### src/rtl/alu_issue_stage.sv
// alu_issue_stage: request FIFO feeding a combinational ALU, plus a
// valid/ready response register that captures the ALU result.
// The head of the FIFO drives the ALU inputs directly (zeros when empty).
// Optional macro ALU_ISSUE_STATS_EN adds saturating op_count/ovf_count.
module alu_issue_stage #(
    parameter int unsigned WIDTH = 4,
    parameter int unsigned DEPTH = 4
) (
    input  logic                     clk,
    input  logic                     rst_n,
    input  logic                     req_valid,
    output logic                     req_ready,
    input  logic [WIDTH-1:0]         req_a,
    input  logic [WIDTH-1:0]         req_b,
    input  logic [2:0]               req_op,
    output logic [WIDTH-1:0]         alu_a,
    output logic [WIDTH-1:0]         alu_b,
    output logic [2:0]               alu_opcode,
    input  logic                     alu_out,
    input  logic                     alu_out_c,
    input  logic [WIDTH-1:0]         alu_out_s,
    input  logic                     alu_overflow,
    output logic                     rsp_valid,
    input  logic                     rsp_ready,
    output logic [2:0]               rsp_op,
    output logic                     rsp_out,
    output logic                     rsp_out_c,
    output logic [WIDTH-1:0]         rsp_out_s,
    output logic                     rsp_overflow,
    output logic [$clog2(DEPTH):0]   fifo_count
`ifdef ALU_ISSUE_STATS_EN
    ,
    output logic [7:0]               op_count,
    output logic [7:0]               ovf_count
`endif
);

    localparam int unsigned AW = $clog2(DEPTH);
    localparam int unsigned CW = AW + 1;

    logic [WIDTH-1:0] r_mem_a  [DEPTH];
    logic [WIDTH-1:0] r_mem_b  [DEPTH];
    logic [2:0]       r_mem_op [DEPTH];

    logic [AW-1:0]    r_wr_ptr;
    logic [AW-1:0]    r_rd_ptr;
    logic [CW-1:0]    r_count;

    logic             r_rsp_valid;
    logic [2:0]       r_rsp_op;
    logic             r_rsp_out;
    logic             r_rsp_out_c;
    logic [WIDTH-1:0] r_rsp_out_s;
    logic             r_rsp_overflow;

    logic             w_empty;
    logic             w_req_ready;
    logic             w_push;
    logic             w_pop;

    // Handshake decode: push when not full, pop when head present and response slot free
    always_comb begin
        w_empty     = (r_count == CW'(0));
        w_req_ready = (r_count != CW'(DEPTH));
        w_push      = req_valid && w_req_ready;
        w_pop       = !w_empty && (!r_rsp_valid || rsp_ready);
    end

    // FIFO storage; no reset needed because empty entries are never observed
    always_ff @(posedge clk) begin
        if (w_push) begin
            r_mem_a[r_wr_ptr]  <= req_a;
            r_mem_b[r_wr_ptr]  <= req_b;
            r_mem_op[r_wr_ptr] <= req_op;
        end
    end

    // Pointers wrap naturally at DEPTH (power of two); count tracks occupancy
    always_ff @(posedge clk or negedge rst_n) begin
        if (!rst_n) begin
            r_wr_ptr <= '0;
            r_rd_ptr <= '0;
            r_count  <= '0;
        end else begin
            if (w_push) r_wr_ptr <= r_wr_ptr + AW'(1);
            if (w_pop)  r_rd_ptr <= r_rd_ptr + AW'(1);
            if (w_push && !w_pop)      r_count <= r_count + CW'(1);
            else if (w_pop && !w_push) r_count <= r_count - CW'(1);
        end
    end

    // Response register: capture ALU result on pop, drop valid when drained
    always_ff @(posedge clk or negedge rst_n) begin
        if (!rst_n) begin
            r_rsp_valid    <= 1'b0;
            r_rsp_op       <= '0;
            r_rsp_out      <= 1'b0;
            r_rsp_out_c    <= 1'b0;
            r_rsp_out_s    <= '0;
            r_rsp_overflow <= 1'b0;
        end else if (w_pop) begin
            r_rsp_valid    <= 1'b1;
            r_rsp_op       <= r_mem_op[r_rd_ptr];
            r_rsp_out      <= alu_out;
            r_rsp_out_c    <= alu_out_c;
            r_rsp_out_s    <= alu_out_s;
            r_rsp_overflow <= alu_overflow;
        end else if (r_rsp_valid && rsp_ready) begin
            r_rsp_valid    <= 1'b0;
        end
    end

`ifdef ALU_ISSUE_STATS_EN
    logic [7:0] r_op_count;
    logic [7:0] r_ovf_count;

    // Saturating statistics counters, cleared only by reset
    always_ff @(posedge clk or negedge rst_n) begin
        if (!rst_n) begin
            r_op_count  <= '0;
            r_ovf_count <= '0;
        end else if (w_pop) begin
            if (r_op_count != 8'hFF) r_op_count <= r_op_count + 8'd1;
            if (alu_overflow && (r_ovf_count != 8'hFF)) r_ovf_count <= r_ovf_count + 8'd1;
        end
    end

    assign op_count  = r_op_count;
    assign ovf_count = r_ovf_count;
`endif

    // Head is presented to the ALU without a register stage
    assign alu_a        = w_empty ? '0 : r_mem_a[r_rd_ptr];
    assign alu_b        = w_empty ? '0 : r_mem_b[r_rd_ptr];
    assign alu_opcode   = w_empty ? 3'b000 : r_mem_op[r_rd_ptr];

    assign req_ready    = w_req_ready;
    assign fifo_count   = r_count;
    assign rsp_valid    = r_rsp_valid;
    assign rsp_op       = r_rsp_op;
    assign rsp_out      = r_rsp_out;
    assign rsp_out_c    = r_rsp_out_c;
    assign rsp_out_s    = r_rsp_out_s;
    assign rsp_overflow = r_rsp_overflow;

endmodule
### config.mk
export PLATFORM = sky130hd
export DESIGN_NAME = alu_issue_stage
export DESIGN_NICKNAME = d
export VERILOG_FILES = /design/src/rtl/alu_issue_stage.sv
export SDC_FILE = /design/constraint.sdc
export NUM_CORES = 1
export LEC_CHECK = 0
export BUFFER_PORTS_ARGS = -buffer_cell sky130_fd_sc_hd__buf_4
export CELL_PAD_IN_SITES_DETAIL_PLACEMENT = 1
export CELL_PAD_IN_SITES_GLOBAL_PLACEMENT = 2
export CORE_MARGIN = 2
export CORE_UTILIZATION = 35
export CTS_CLUSTER_DIAMETER = 30
export DETAILED_ROUTE_END_ITERATION = 8
export PLACE_DENSITY_LB_ADDON = 0.1
export SLEW_MARGIN = 15
export SYNTH_ARGS = -nofsm -noshare
export SYNTH_HDL_FRONTEND = slang
export SYNTH_SLANG_ARGS = --single-unit
### constraint.sdc
create_clock -name clk -period 2.2 [get_ports clk]
set_input_delay 0.44 -clock clk [delete_from_list [all_inputs] [get_ports clk]]
set_output_delay 0.44 -clock clk [all_outputs]
set_load 0.02 [all_outputs]
==> Yosys cells after proc, flatten, opt, wreduce, memory -nomap -nowiden <==
Memory sizes are Yosys's and may differ from the RTL's.
Index checks and enable logic that the tools add are counted.
{ "totals": {"n_memories": 3, "latch_bits": 0, "mem_bits_rw": 44, "regBits": 18, "input_bits": 22, "romBits": 0} }
{ "memory_table": {"columns": ["name", "depth", "width", "rd", "rd_ports_with_merged_regs", "write_ports", "line", "text"], "rows": [
  ["r_mem_a", 4, 4, 1, 0, 1, "41", "logic [WIDTH-1:0] r_mem_a [DEPTH];"],
  ["r_mem_b", 4, 4, 1, 0, 1, "42", "logic [WIDTH-1:0] r_mem_b [DEPTH];"],
  ["r_mem_op", 4, 3, 1, 0, 1, "43", "logic [2:0] r_mem_op [DEPTH];"]
]} }
{ "classes": {"mux": 9, "eq_ne": 1, "div_mod_pow": 0, "n_bitwise": 0, "n_reduce_logical": 13, "shift": 0, "n_lt_le_gt_ge": 0, "addsub": 4, "multipliers": 0} }
{ "ops": {"columns": ["cell", "n"], "rows": [
  ["3-bit 2-to-1 mux", 3],
  ["4-bit 2-to-1 mux", 2],
  ["1-bit logical AND", 5],
  ["2-bit by 1-bit adder with 2-bit output (second input constant)", 2],
  ["1-bit logical NOT", 4],
  ["1-bit 2-to-1 mux", 4],
  ["2-bit nonzero test", 2],
  ["3-bit by 1-bit adder with 3-bit output (second input constant)", 1],
  ["3-bit logical NOT", 1],
  ["3-bit inequality test (second input constant)", 1],
  ["3-bit by 1-bit subtractor with 3-bit output (second input constant)", 1],
  ["1-bit logical OR", 1]
]} }

==> Longest topological paths before layout <==
Gate-level depths: netlist of run 1.
{ "logic_depth": {"depth_word": 6, "mapped_depth": 10, "ltp_nobuf": 9} }

==> Least setup slack after synthesis of run 1 <==
No wires, ideal clock.
{ "synth_path": {"path_type": "register to register", "start": "register r_count[0] (netlist: fifo_count[0])", "end": "register r_count[2] (netlist: fifo_count[2])", "required_time_ps": 2120, "synth_period_minus_slack_ps": 2108, "path_stages_with_launch": 11, "setup_ps": 80, "arrival_ps": 2028, "path_slack_ps": 92, "path_cell_list": "dfrtp_1 nor3_4 nor2b_2 buf_6 inv_1 ha_1 inv_1 fa_1 xor2_1 nor2_1 xor2_1"} }
{ "synth_via": {"elab_chain_cells": 6, "word_cells_on_any_way": 14} }
{ "synth_lines": {"columns": ["item", "line", "text"], "rows": [
  ["start: declaration", "47", "logic [CW-1:0] r_count;"],
  ["start signal: assignment", "87", "if (w_push && !w_pop) r_count <= r_count + CW'(1);"],
  ["start signal: assignment", "88", "else if (w_pop && !w_push) r_count <= r_count - CW'(1);"],
  ["branches (longest 6 deep; another with 3-bit by 1-bit subtractor with 3-bit output)", null, null]
]} }
Several ways; the timed one is not identified. The select of a mux whose other input is x is not followed.
A chain may end at the register's enable or synchronous reset.

==> Worst setup path in the final report of run 1 <==
{ "layout_path": {"start": "register r_rd_ptr[0]", "end": "output port alu_opcode[1]"} }
{ "layout_via": {"elab_chain_cells": 2} }
{ "layout_lines": {"columns": ["item", "line", "text"], "rows": [
  ["start: declaration", "46", "logic [AW-1:0] r_rd_ptr;"],
  ["start signal: assignment", "86", "if (w_pop) r_rd_ptr <= r_rd_ptr + AW'(1);"],
  ["memory read 4 x 3 bit", null, null],
  ["3-bit 2-to-1 mux", "135", "assign alu_opcode = w_empty ? 3'b000 : r_mem_op[r_rd_ptr];"],
  ["end: declaration", "18", "output logic [2:0] alu_opcode,"]
]} }
No other way between the ends.

==> results of run 1 <==
[per-stage QoR]
step                cells  instance area, um^2  util (%)  setup slack [ns]
detailed placement    281                 3060     42.88            0.1040
finish                299                 3278     45.93           0.06712
floorplan             129                 2541         -           0.09155
CTS                   297                 3248     45.51          0.002924
global route          299                 3278     45.93          -0.03140
global placement      281                 3060     42.88            0.2135
[worst reg2reg max path, delay by kind of cell, from the launching register on]
kind,cells,cell delay [ns]
buffers and inverters,1,0.07
AND/OR/NAND/NOR,2,0.24
flip-flops,1,0.50
adder cells (fa/ha/maj),2,0.61
XOR/XNOR,2,0.30
AO/OA/AOI/OAI,1,0.19
[state kept, by name (all words and copies together) (netlist names)]
name          count
r_mem_a          16
r_mem_b          16
r_mem_op         12
rsp_out_s         4
fifo_count        3
rsp_op            3
r_rd_ptr          2
r_wr_ptr          2
rsp_out           1
rsp_out_c         1
rsp_overflow      1
rsp_valid         1
[layer usage]
| metal | global-route usage [%] | routed length [um] | up-vias |
|---|---|---|---|
| li1 | - | - | 612 |
| met1 | 16.55 | 2020 | 684 |
| met2 | 22.63 | 2650 | 24 |
| met3 | 6.371 | 210 | 8 |
| met4 | 6.106 | 95 | 0 |
| met5 | 0 | 0 | - |
[synthesized netlist by cell type (all sizes together)]
| cell type | n |
|---|---|
| mux2 | 12 |
| dfrtp | 18 |
| nor3 | 1 |
| xor2 | 3 |
| inv | 4 |
| and2 | 4 |
| ha | 5 |
| edfxtp | 44 |
| buf | 4 |
| nand2 | 2 |
| a21boi | 1 |
| xnor2 | 3 |
| fa | 1 |
| nor2 | 2 |
| nand2b | 1 |
| nand3b | 1 |
| nor2b | 12 |
| mux4 | 11 |
[worst paths after layout]
check,end,slack (ns),depth (start not counted)
setup / recovery,alu_opcode[1],0.07,4
hold / removal,r_mem_b[1][3],0.30,1
setup reg to reg,fifo_count[2],0.22,8
hold reg to reg,rsp_overflow,0.51,1
max in group asynchronous,r_rd_ptr[1],1.45,2
min in group asynchronous,rsp_out_c,0.52,2
[kinds of logic (layout without fill, tap and decap cells)]
logic type,count (synthesis),count (layout)
AOI/OAI and AO/OA,1,1
and+or+nand+nor,23,23
buffers and inverters,8,79
DFF,62,62
adders and majority gates,6,6
xor gates and xnor gates,6,6
muxes,23,23
[power by group]
part           switching [mW]  internal, mW  total, mW
Sequential              0.205          1.60       1.80
Clock                   0.390         0.515      0.905
Combinational            1.02          1.11       2.13
Total                    1.62          3.22       4.83
[area by class of cell]
type / count / area [um^2] / area share (%)
tap: 99 / 123.9 / 3.779
sequential: 62 / 1773 / 54.08
inverter: 4 / 15.01 / 0.4580
clock inverter: 2 / 33.78 / 1.031
timing repair buffer: 60 / 464.2 / 14.16
clock buffer: 13 / 138.9 / 4.237
multi-input combinational: 59 / 729.5 / 22.25
[timing repair]
action	in CTS	in global routing
hold endpoints to repair	18	0
endpoints found under the setup margin	7	10
resized for setup	2	4
hold buffers	1	0
gates cloned	0	0
setup buffers	0	2
==> run_results.csv, run 1 <==
group,metric,value,unit
clock_tree,cts.sinks,62,
power_and_ir_drop,p_total,4.833,mW
clock_tree,cts_tree,"built",
routing,wl_per_cell,16.65,um
finish,layout_commonest_cell,"buf_4",
clock_tree,cts-root-buf,"clkbuf_8",
placement,io_buffers,47,
worst_setup_path,slowest_delay,0.51,ns
clock_tree,clk_pin_slew_worst_paths,0.06,ns
status,status,"finished clean",
floorplan,start_util,35.61,%
logic_synthesis,yosysSeqAreaShare,69.72,%
sta,clock_skew,0.006077,ns
flow_run,max_cap_violations,0,
worst_setup_path,startpoint,"r_rd_ptr[0]",
floorplan,core_area,7137,um^2
logic_synthesis,synth_top_family_by_area,"multiplexers",
floorplan,die_area,7958,um^2
finish,drive_above_1_share,49.50,%
logic_synthesis,synth_fa_ha_area_share,3.250,%
global_routing,grt_pass1_wl,7.714,mm
worst_setup_path,start_kind,"flip-flop",
worst_hold_path,hold_path.class,"in -> reg",
worst_hold_path,min_from,"req_b[3]",
sta,tightest_slew,0.2810,ns
global_routing,grt_usage,14.15,%
logic_synthesis,synth.cell_area,2541,um^2
placement,routabilityCongestion,0.6791,
worst_setup_path,critPathRequiredTime,1.76,ns
placement,dp_hpwl,3.360,mm
sta,max_freq,0.4689,GHz
power_and_ir_drop,p_leak,1.303,nW
routing,num_vias,1328,
clock_tree,h-tree-depth,3,
routing,drt_wl_total,4.978,mm
floorplan,dieWidth,89.21,um
floorplan,rows,31,
global_routing,grt_start_max_net_pins,19,
finish,final_nets,224,
global_routing,grt-ovfl-total,0,
finish,area_growth,29.00,%
worst_setup_path,critical_path.max_fanout,7,
global_routing,antenna_found_initial,0,
power_and_ir_drop,power.density,1474,nW/um^2
logic_synthesis,yosysUniqueCellTypes,22,
clock_tree,cts_max_path_buffers,2,
logic_synthesis,synth_mux_area_share,16.25,%
sta,hold_viol,0,
routing,drt_pre_antenna_iters,4,
sta,setup_viol,0,
worst_setup_path,worstPathArrival,1.69,ns
logic_synthesis,synth_top_area_share,51.99,%
finish,antennaDiodeCount,0,
sta,tns,0,ns
power_and_ir_drop,ir_drop,0.0006103,V
logic_synthesis,synth.yosys.warnings,0,
worst_setup_path,critical_path_class,"reg -> out",
floorplan,io_pins,48,
logic_synthesis,synth_compound_area_share,0.4431,%
sta,drv_slew,0,
sta,rsz0062_at_grt,"true",
clock_tree,clock_latency,0.34,ns
finish,n_fill_cell,740,
logic_synthesis,synth_area_leader_cell,"edfxtp_1",
routing,via_per_inst,4.441,
logic_synthesis,synthXorXnorAreaFrac,2.068,%
logic_synthesis,netlist_top_cells_area,"edfxtp_1 52%, dfrtp_1 18%, mux4_2 9.7%",
routing,drc_errors,0,
routing,drt_iter0_markers,31,
worst_setup_path,critPathSlowestCell,"mux4_2",
global_routing,grt_pass1_vias,1464,
floorplan,die_h,89.21,um
logic_synthesis,yosys.area_share.simple,6.401,%
sta,hold-worst-slack,0.3041,ns
worst_setup_path,r2r-start,"fifo_count[0]",
finish,final_cell_mix,"56 x buf_4, 44 x edfxtp_1, 17 x dfrtp_1",
worst_setup_path,cp-end-kind,"output pin",
logic_synthesis,syn_nets,157,
worst_setup_path,path_delay_family,"multiplexers",
logic_synthesis,synth-seq-cells,62,
logic_synthesis,synth_cells,129,
logic_synthesis,synth.avg_cell_area,19.70,um^2
routing,ant_nets,0,
sta,fin_crit,2.133,ns
clock_tree,cts_made_buffers,9,
worst_setup_path,cp_num_buf_inv,2,
sta,fin_crit_sh,96.95,%
worst_setup_path,cp_cell_sequence,"buf_6, mux4_2, nor2b_1, buf_4",
sta,slew_headroom,81.27,%
(Power assumes the default switching activity.)
==> run 2, diff against run 1 <==
--- a/config.mk
+++ b/config.mk
@@ -12,8 +12,9 @@
 export CORE_UTILIZATION = 35
 export CTS_CLUSTER_DIAMETER = 30
 export DETAILED_ROUTE_END_ITERATION = 8
+export HOLD_SLACK_MARGIN = 0.15
 export PLACE_DENSITY_LB_ADDON = 0.1
-export SLEW_MARGIN = 15
+export SLEW_MARGIN = 20
 export SYNTH_ARGS = -nofsm -noshare
 export SYNTH_HDL_FRONTEND = slang
 export SYNTH_SLANG_ARGS = --single-unit
==> constraint.sdc (replaced) <==
create_clock -name clk -period 2.2 [get_ports clk]
set_input_delay 0.44 -clock clk [delete_from_list [all_inputs] [get_ports clk]]
set_output_delay 0.44 -clock clk [all_outputs]
set_load 0.1 [all_outputs]
==> run 2 against run 1 <==
Against the previous run: via count increased by 1.7%; maximum frequency decreased by 2.3%; clock-buffer cell count decreased by 1; clock skew increased by 0.0030 ns; critical path type unchanged; non-clock buffer count increased by 4.
==> run_results.csv, run 2 (same netlist as run 1, synthesis figures left out) <==
group,metric,value,unit
global_routing,grt_pass1_vias,1501,
worst_setup_path,start_kind,"flip-flop",
clock_tree,clock_latency,0.33,ns
clock_tree,cts_max_path_buffers,2,
placement,place_area,3151,um^2
worst_setup_path,critPathRequiredTime,1.76,ns
routing,wl_per_cell,17.07,um
floorplan,rows,31,
routing,via_per_inst,4.444,
worst_setup_path,worstPathArrival,1.74,ns
clock_tree,cts_made_buffers,9,
routing,num_vias,1351,
finish,largest_registers,"r_mem_a (16), r_mem_b (16), r_mem_op (12)",
global_routing,grt-ovfl-total,0,
finish,final_cell_mix,"50 x buf_4, 44 x edfxtp_1, 13 x dfrtp_1",
floorplan,dieWidth,89.21,um
sta,tightest_slew,0.4060,ns
floorplan,die_area,7958,um^2
placement,routabilityCongestion,0.6431,
floorplan,core_area,7137,um^2
sta,rsz0062_at_grt,"true",
sta,slew_headroom,72.77,%
finish,antennaDiodeCount,0,
routing,drt_iter0_markers,46,
sta,hold_viol,0,
global_routing,antenna_found_initial,0,
floorplan,die_h,89.21,um
finish,finalInstanceArea,3525,um^2
finish,drive_above_1_share,60.00,%
routing,drc_errors,0,
worst_setup_path,critical_path_class,"reg -> out",
clock_tree,h-tree-depth,3,
sta,setup_viol,0,
finish,area_growth,38.70,%
floorplan,io_pins,48,
clock_tree,cts_tree,"built",
routing,drt_wl_total,5.189,mm
clock_tree,cts.sinks,62,
floorplan,start_util,35.61,%
sta,max_freq,0.4581,GHz
clock_tree,clk_pin_slew_worst_paths,0.07,ns
global_routing,grt_start_max_net_pins,19,
global_routing,grt_pass1_wl,7.755,mm
finish,final_nets,228,
worst_hold_path,hold_path.class,"in -> reg",
global_routing,grt_usage,14.00,%
sta,clock_skew,0.009105,ns
sta,fin_crit,2.183,ns
status,status,"finished clean",
worst_setup_path,cp-end-kind,"output pin",
worst_setup_path,critical_path.max_fanout,6,
clock_tree,cts-root-buf,"clkbuf_8",
placement,dp_hpwl,3.465,mm
worst_setup_path,r2r_slack,0.17,ns
flow_run,max_cap_violations,0,
routing,drt_pre_antenna_iters,4,
finish,layout_commonest_cell,"buf_4",
sta,drv_slew,0,
sta,fin_crit_sh,99.22,%
placement,io_buffers,47,
routing,ant_nets,0,
[run 2: changes by cell type in the layout (fill, tap and decap cells not counted), moves of 2 or more]
cell and delta:
nor2b_1 -8, buf_12 +11, nor2b_4 +8, dfrtp_4 +3, clkinv_2 +3, inv_1 -2, buf_4 -6, dfrtp_1 -4
clkbuf_1 -2, inv_2 +2
[run 2: metrics by stage]
| stage | util (%) | cells | hold WS, ns | setup WS, ns | TNS [ns] |
|---|---|---|---|---|---|
| after detailed placement | 44.14 | 280 | 0.3320 | 0.1584 | 0 |
| after global placement | 44.14 | 280 | 0.3223 | 0.2534 | 0 |
| final | 49.39 | 304 | 0.3057 | 0.01706 | 0 |
| after global routing | 49.39 | 304 | 0.2927 | -0.06082 | -0.2988 |
| after CTS | 48.81 | 303 | 0.2865 | -0.02075 | -0.03927 |
| after floorplan | - | 129 | 0.1444 | -0.01273 | -0.01273 |
[run 2: critical path, stage by stage, from the launching register on]
cell,delay [ns]
dfrtp_1,0.40
buf_6,0.17
mux4_2,0.53
nor2b_4,0.15
buf_12,0.16
[run 2: path summary, 6_finish.rpt]
kind | startpoint | cells after the start | end
setup reg to reg | fifo_count[0] | 8 | fifo_count[2]
hold reg to reg | rsp_op[0] | 1 | rsp_op[0]
setup / recovery | r_rd_ptr[0] | 4 | alu_opcode[2]
hold / removal | req_a[2] | 1 | r_mem_a[2][2]
max in group asynchronous | rst_n | 2 | fifo_count[1]
min in group asynchronous | rst_n | 2 | rsp_out_s[2]
[run 2: cell type report]
| class | count | area, um^2 |
|---|---|---|
| fill | 710 | 3612 |
| sequential | 62 | 1785 |
| multi-input combinational | 59 | 804.5 |
| timing repair buffer | 64 | 628.1 |
| clock buffer | 12 | 145.1 |
| tap | 99 | 123.9 |
| clock inverter | 4 | 22.52 |
| inverter | 4 | 15.01 |
[run 2: routing by layer]
metal | global-route usage (%) | vias to the layer above | part of all wire, %
li1 | - | 623 | -
met1 | 16.56 | 699 | 41
met2 | 24.04 | 23 | 56
met3 | 3.139 | 6 | 2.3
met4 | 6.920 | 0 | 1.4
met5 | 0 | - | 0
[run 2: repair_timing]
item,in CTS,in global routing
gates resized for setup,24,15
pin swaps,0,0
hold endpoints to repair,18,0
setup buffers,5,3
setup endpoints to repair,11,11
gates cloned,1,0
hold buffers,1,0
Power of run 2 is left out: the tool's default activity adds up to more than one toggle a clock period on the data nets, which glitch-free logic cannot reach.
